### config.mk
export PLATFORM = sky130hd
export DESIGN_NAME = mem_access_unit
export DESIGN_NICKNAME = d
export VERILOG_FILES = /design/src/rtl/mem_access_pkg.sv /design/src/rtl/mem_access_unit_merge.sv /design/src/rtl/mem_access_unit.sv
export SDC_FILE = /design/constraint.sdc
export NUM_CORES = 1
export LEC_CHECK = 0
export ABC_CLOCK_PERIOD_IN_PS = 3650
export CAP_MARGIN = 30
export CORE_ASPECT_RATIO = 1.1
export CORE_MARGIN = 2
export CORE_UTILIZATION = 39
export DETAILED_ROUTE_END_ITERATION = 10
export PLACE_DENSITY = 0.64
export REMOVE_ABC_BUFFERS = 1
export SLEW_MARGIN = 20
export SYNTH_ARGS = -nofsm -noshare
export SYNTH_HDL_FRONTEND = slang
export SYNTH_SLANG_ARGS = --single-unit
export TNS_END_PERCENT = 50
### constraint.sdc
create_clock -name clk -period 3.65 [get_ports clk]
set_input_delay 0.365 -clock clk [delete_from_list [all_inputs] [get_ports clk]]
set_output_delay 0.365 -clock clk [all_outputs]
set_load 0.05 [all_outputs]
### src/rtl/mem_access_pkg.sv
// rtl/mem_access_pkg.sv - shared encodings, FSM states and helpers for mem_access_unit
package mem_access_pkg;

  localparam logic OP_LOAD  = 1'b0;
  localparam logic OP_STORE = 1'b1;

  localparam logic [1:0] SZ_WORD = 2'b00;
  localparam logic [1:0] SZ_HALF = 2'b01;
  localparam logic [1:0] SZ_BYTE = 2'b10;
  localparam logic [1:0] SZ_RSVD = 2'b11;

  localparam logic [1:0] ST_IDLE  = 2'd0;
  localparam logic [1:0] ST_READ  = 2'd1;
  localparam logic [1:0] ST_WRITE = 2'd2;
  localparam logic [1:0] ST_DONE  = 2'd3;

  localparam int MEM_LAT_MAX = 4;
  localparam int LAT_CNT_W   = 3;

  // Reserved size is never legal; word needs 4-byte, half needs 2-byte alignment
  function automatic logic is_misaligned(input logic [1:0] size, input logic [1:0] lane);
    case (size)
      SZ_WORD: is_misaligned = (lane != 2'b00);
      SZ_HALF: is_misaligned = lane[0];
      SZ_BYTE: is_misaligned = 1'b0;
      default: is_misaligned = 1'b1;
    endcase
  endfunction

endpackage

### src/rtl/mem_access_unit_merge.sv
// rtl/mem_access_unit_merge.sv - byte_lane_merge: little-endian load extraction and store merge
module byte_lane_merge
  import mem_access_pkg::*;
(
  input  logic [31:0] i_word,
  input  logic [31:0] i_wdata,
  input  logic [1:0]  i_lane,
  input  logic [1:0]  i_size,
  input  logic        i_sign_ext,
  output logic [31:0] o_load_data,
  output logic [31:0] o_merged
);

  logic [7:0]  w_byte;
  logic [15:0] w_half;

  // Pick the addressed byte and half-word out of the memory word
  always_comb begin
    w_byte = i_word[7:0];
    case (i_lane)
      2'd0: w_byte = i_word[7:0];
      2'd1: w_byte = i_word[15:8];
      2'd2: w_byte = i_word[23:16];
      default: w_byte = i_word[31:24];
    endcase
    w_half = i_lane[1] ? i_word[31:16] : i_word[15:0];
  end

  // Widen the selected lane to 32 bits, zero- or sign-extended
  always_comb begin
    o_load_data = i_word;
    case (i_size)
      SZ_HALF: o_load_data = {{16{i_sign_ext & w_half[15]}}, w_half};
      SZ_BYTE: o_load_data = {{24{i_sign_ext & w_byte[7]}}, w_byte};
      default: o_load_data = i_word;
    endcase
  end

  // Overwrite only the addressed lane(s); untouched bytes come from the read word
  always_comb begin
    o_merged = i_word;
    case (i_size)
      SZ_HALF: begin
        if (i_lane[1]) o_merged[31:16] = i_wdata[15:0];
        else           o_merged[15:0]  = i_wdata[15:0];
      end
      SZ_BYTE: begin
        case (i_lane)
          2'd0: o_merged[7:0]   = i_wdata[7:0];
          2'd1: o_merged[15:8]  = i_wdata[7:0];
          2'd2: o_merged[23:16] = i_wdata[7:0];
          default: o_merged[31:24] = i_wdata[7:0];
        endcase
      end
      default: o_merged = i_wdata;
    endcase
  end

endmodule

### src/rtl/mem_access_unit.sv
// rtl/mem_access_unit.sv - load/store sequencer to word memory; MEM_ACCESS_SIGNEXT_EN enables signed loads
module mem_access_unit
  import mem_access_pkg::*;
#(
  parameter int MEM_LAT = 1
)
(
  input  logic        clk,
  input  logic        reset,
  input  logic        start,
  input  logic        op,
  input  logic [1:0]  size,
  input  logic        sign_ext,
  input  logic [31:0] addr,
  input  logic [31:0] wdata,
  output logic [31:0] mem_addr,
  output logic        mem_wr,
  output logic [31:0] mem_wdata,
  input  logic [31:0] mem_rdata,
  output logic [31:0] rdata,
  output logic        busy,
  output logic        done,
  output logic        err
);

`ifdef MEM_ACCESS_SIGNEXT_EN
  localparam logic SIGNEXT_EN = 1'b1;
`else
  localparam logic SIGNEXT_EN = 1'b0;
`endif

  localparam logic [LAT_CNT_W-1:0] LAT_INIT = LAT_CNT_W'(MEM_LAT);

  logic [1:0]           r_state;
  logic [LAT_CNT_W-1:0] r_cnt;
  logic                 r_op;
  logic [1:0]           r_size;
  logic [1:0]           r_lane;
  logic                 r_sign_ext;
  logic [31:0]          r_wdata;
  logic [31:0]          r_mem_addr;
  logic [31:0]          r_mem_wdata;
  logic [31:0]          r_rdata;
  logic                 r_busy;
  logic                 r_err;

  logic                 w_misaligned;
  logic                 w_sext;
  logic [31:0]          w_load_data;
  logic [31:0]          w_merged;

  assign w_misaligned = is_misaligned(size, addr[1:0]);
  assign w_sext       = r_sign_ext & SIGNEXT_EN;

  byte_lane_merge u_merge (
    .i_word      (mem_rdata),
    .i_wdata     (r_wdata),
    .i_lane      (r_lane),
    .i_size      (r_size),
    .i_sign_ext  (w_sext),
    .o_load_data (w_load_data),
    .o_merged    (w_merged)
  );

  // Request capture, latency counting and state sequencing
  always_ff @(posedge clk) begin
    if (reset) begin
      r_state     <= ST_IDLE;
      r_cnt       <= '0;
      r_op        <= OP_LOAD;
      r_size      <= SZ_WORD;
      r_lane      <= 2'b00;
      r_sign_ext  <= 1'b0;
      r_wdata     <= '0;
      r_mem_addr  <= '0;
      r_mem_wdata <= '0;
      r_rdata     <= '0;
      r_busy      <= 1'b0;
      r_err       <= 1'b0;
    end else begin
      case (r_state)
        ST_IDLE: begin
          if (r_busy) begin
            // a misaligned request waits one cycle here so it reports like any other
            r_state <= ST_DONE;
          end else if (start) begin
            r_op       <= op;
            r_size     <= size;
            r_lane     <= addr[1:0];
            r_sign_ext <= sign_ext;
            r_wdata    <= wdata;
            r_mem_addr <= {addr[31:2], 2'b00};
            r_busy     <= 1'b1;
            r_err      <= w_misaligned;
            r_cnt      <= LAT_INIT;
            if (w_misaligned) begin
              r_state <= ST_IDLE;
            end else if (op == OP_STORE && size == SZ_WORD) begin
              r_mem_wdata <= wdata;
              r_state     <= ST_WRITE;
            end else begin
              r_state <= ST_READ;
            end
          end
        end
        ST_READ: begin
          if (r_cnt == '0) begin
            if (r_op == OP_LOAD) begin
              r_rdata <= w_load_data;
              r_state <= ST_DONE;
            end else begin
              r_mem_wdata <= w_merged;
              r_state     <= ST_WRITE;
            end
          end else begin
            r_cnt <= r_cnt - LAT_CNT_W'(1);
          end
        end
        ST_WRITE: r_state <= ST_DONE;
        ST_DONE: begin
          r_state <= ST_IDLE;
          r_busy  <= 1'b0;
        end
        default: r_state <= ST_IDLE;
      endcase
    end
  end

  assign mem_addr  = r_mem_addr;
  assign mem_wdata = r_mem_wdata;
  assign mem_wr    = (r_state == ST_WRITE);
  assign rdata     = r_rdata;
  assign busy      = r_busy;
  assign done      = (r_state == ST_DONE);
  assign err       = (r_state == ST_DONE) & r_err;

endmodule
==> flow_metrics.tcl <==
set metrics [dict create \
    status "completed" \
    min_from "reset" \
    synth_edf_count 0 \
    cts_root_buffer "clkbuf_16" \
    cts_sinks 138 \
    vias 6897 \
    area_delta_synth_final_pct 37.55 \
    coreArea_um2 17610 \
    yosysSeqAreaShare_pct 39.59 \
    place_congestion 0.9039 \
    routed_wl_mm 22.44 \
    clkTransAtPathRegs_ns 0.06 \
    io_buffer_count 199 \
    die_x_um 131.5 \
    worstHoldPathType "input port to flop" \
    rsz0062_at_grt "no" \
    place_ws_ns 1.086 \
    rows 51 \
    utilization_pct 54.50 \
    p_leak_nw 3.355 \
    synth_top_family_by_area "compound AO/OA/AOI/OAI gates" \
    yosys.area.top_type "dfxtp_1" \
    use_met2_pct 38.25 \
    skew_ns 0.007177 \
    drt-initial-drc-count 574 \
    power.density_nw_per_um2 732.6 \
    reg2reg_from "r_size[0]" \
    slew_headroom_pct 39.98 \
    vdd_drop_max_v 0.0003388 \
    cp_cell_sequence "inv_1, ha_1, nor2b_1, buf_4, o211ai_1, a31o_2, a311oi_1" \
    cp_max_fo 14 \
    layout-drive-gt1-share_pct 10.21 \
    ys_top_cells_by_area "dfxtp_1 (40%), nand2_1 (9.3%), a21oi_1 (7.5%)" \
    final_antenna_net_count 0 \
    synthMuxAreaShare_pct 2.295 \
    fin_nets 1139 \
    crit_buf_inv 2 \
    finalHoldViolations 0 \
    maxCapViolations 0 \
    critPathKind "flop to flop" \
    hold_path_end "mem_addr[9]" \
    worst_setup_path_start_kind "flop" \
    required_ns 3.98 \
    max_freq_mhz 409.1 \
    cts_buffers 17 \
    synthAdderAreaFrac_pct 1.614 \
    ios 203 \
    fin_ws_ns 1.206 \
    max_stage_delay_ns 0.64 \
    viasPerCell 5.405 \
    reg2reg_to "mem_wdata[19]" \
    netlist-cell-type-count 54 \
    post_cts_buffers 0 \
    slew_viol_final 0 \
    overflow 0 \
    h-tree-depth 4 \
    holdPathStages 2 \
    synth.most_common_cell "nand2_1" \
    crit_family "simple AND/OR/NAND/NOR gates" \
    dpl.hpwl_mm 15.88 \
    drc 0 \
    synth.avg_cell_area_um2 8.030 \
    diodes 0 \
    cp_slowest_cell "nor2b_1" \
    grt.met1_usage_pct 29.98 \
    min_period_ns 2.444 \
    yosys-top-cells-count "nand2_1 (173), dfxtp_1 (138), a21oi_1 (104), o21ai_0 (61), clkbuf_1 (44)" \
    top_usage_layer "met2" \
    wl_per_cell_um 17.59 \
    async_flop_share_pct 0 \
    yosys_warnings 0 \
    reg2reg_depth 7 \
    synth_top_flop_cell "dfxtp_1" \
    setup_viol 0 \
    synth-simple-area-share_pct 18.20 \
    grtUsageTotal_pct 23.44 \
    grt_max_degree 62 \
    clock_path_buffers 2 \
    ys_ff_latch 138 \
    fp.dieArea_um2 18980 \
    cts_tree "done" \
    cp.arrival_ns 2.78 \
    clk_latency_ns 0.42 \
    grt_pass1_wl_mm 35.38 \
    syn_inst 869 \
    start_util_pct 39.62 \
    rrSetupSlack_ns 1.21 \
    antenna_found_initial 1 \
    fin_setup_tns_ns 0 \
    n_fill_cell 1772 \
    grt_pass1_vias 6551 \
    synth_compound_area_share_pct 31.13 \
    synth.cell_area_um2 6978 \
    worst_pin_slew_ns 0.8981 \
    synth_top_area_share_pct 39.59 \
    synth-xor-area-share_pct 0.1255 \
    fin_hold_ws_ns 0.4053 \
    drt_first_pass_iters 5 \
    fin_crit_sh_pct 66.97 \
    cts_hold_buf 0 \
    end_kind "flop" \
    die_h_um 144.3 \
    use_met3_pct 6.625 \
    cts_resized 0 \
]
[worst max-delay path by stage]
stage               startpoint       endpoint  slack, ns  cells past startpoint
global route        r_state[1]  mem_wdata[16]       0.98                      8
CTS                  r_size[0]  mem_wdata[19]       1.21                      7
global placement       size[0]   mem_wdata[0]       1.10                      6
floorplan                 busy  mem_wdata[10]        0.1                      4
finish               r_size[0]  mem_wdata[19]       1.21                      7
detailed placement     size[0]   mem_wdata[4]       1.09                      6
[per-stage QoR]
stage	std cells	cell area, µm²	total power, W
global route	1276	9598	0.007417
global placement	1246	9061	0.005429
floorplan	789	6603	0.004245
CTS	1276	9598	0.007065
detailed placement	1246	9061	0.005453
finish	1276	9598	0.007032
[layer usage]
layer  wire [µm]  share of wire (%)  vias up
met2       10580                 47      231
met5           0                  0        -
met3        1571                7.0       27
met4         436                1.9        0
li1            -                  -     3408
met1        9856                 44     3231
[cell type report]
cell class,count,area (µm²),area share (%)
multi-input cells,622,3739,38.95
flip-flops and latches,138,2764,28.80
repair buffers,219,2152,22.42
clock buffers,22,464.2,4.836
well taps,238,297.8,3.103
inverters,29,108.9,1.134
clock inverters,8,72.57,0.7561
[report_power, final]
part | internal (W) | total [W] | switching [W] | leakage [nW]
logic | 0.00111 | 0.00337 | 0.00225 | 1.97
registers | 0.00183 | 0.00206 | 0.000233 | 1.13
clock network | 0.000959 | 0.00160 | 0.000641 | 0.258
total | 0.00390 | 0.00703 | 0.00313 | 3.36
[layout by cell type, fill, tap and decap left out, types with 9 or more instances in the layout]
master,synthesis,routed
clkdlybuf4s50_1,0,198
nand2_1,173,173
dfxtp_1,138,137
a21oi_1,104,104
o21ai_0,61,61
nor2_1,37,37
nand3_1,33,33
inv_1,28,28
o211ai_1,26,26
buf_4,6,20
clkbuf_16,0,17
a221oi_1,16,16
mux2i_1,16,16
a311oi_1,14,14
nor2b_1,12,12
a21oi_2,12,12
nor3_1,10,10
a311oi_2,10,10
a21bo_2,9,9
ha_1,9,9
[state kept, by name (all words and copies together) (netlist names)]
register / flops
mem_wdata: 32
r_wdata: 32
rdata: 32
mem_addr: 30
r_cnt: 3
r_lane: 2
r_size: 2
r_state: 2
busy: 1
r_err: 1
r_op: 1
[logic make-up (layout without fill, tap and decap cells)]
family	after synthesis	count (layout)
other	1	2
buffers and inverters	110	278
xor gates and xnor gates	1	1
and+or+nand+nor	290	290
muxes	16	16
AOI/OAI and AO/OA	304	304
DFF	138	138
adders and majority gates	9	9
(Power assumes the default switching activity.)
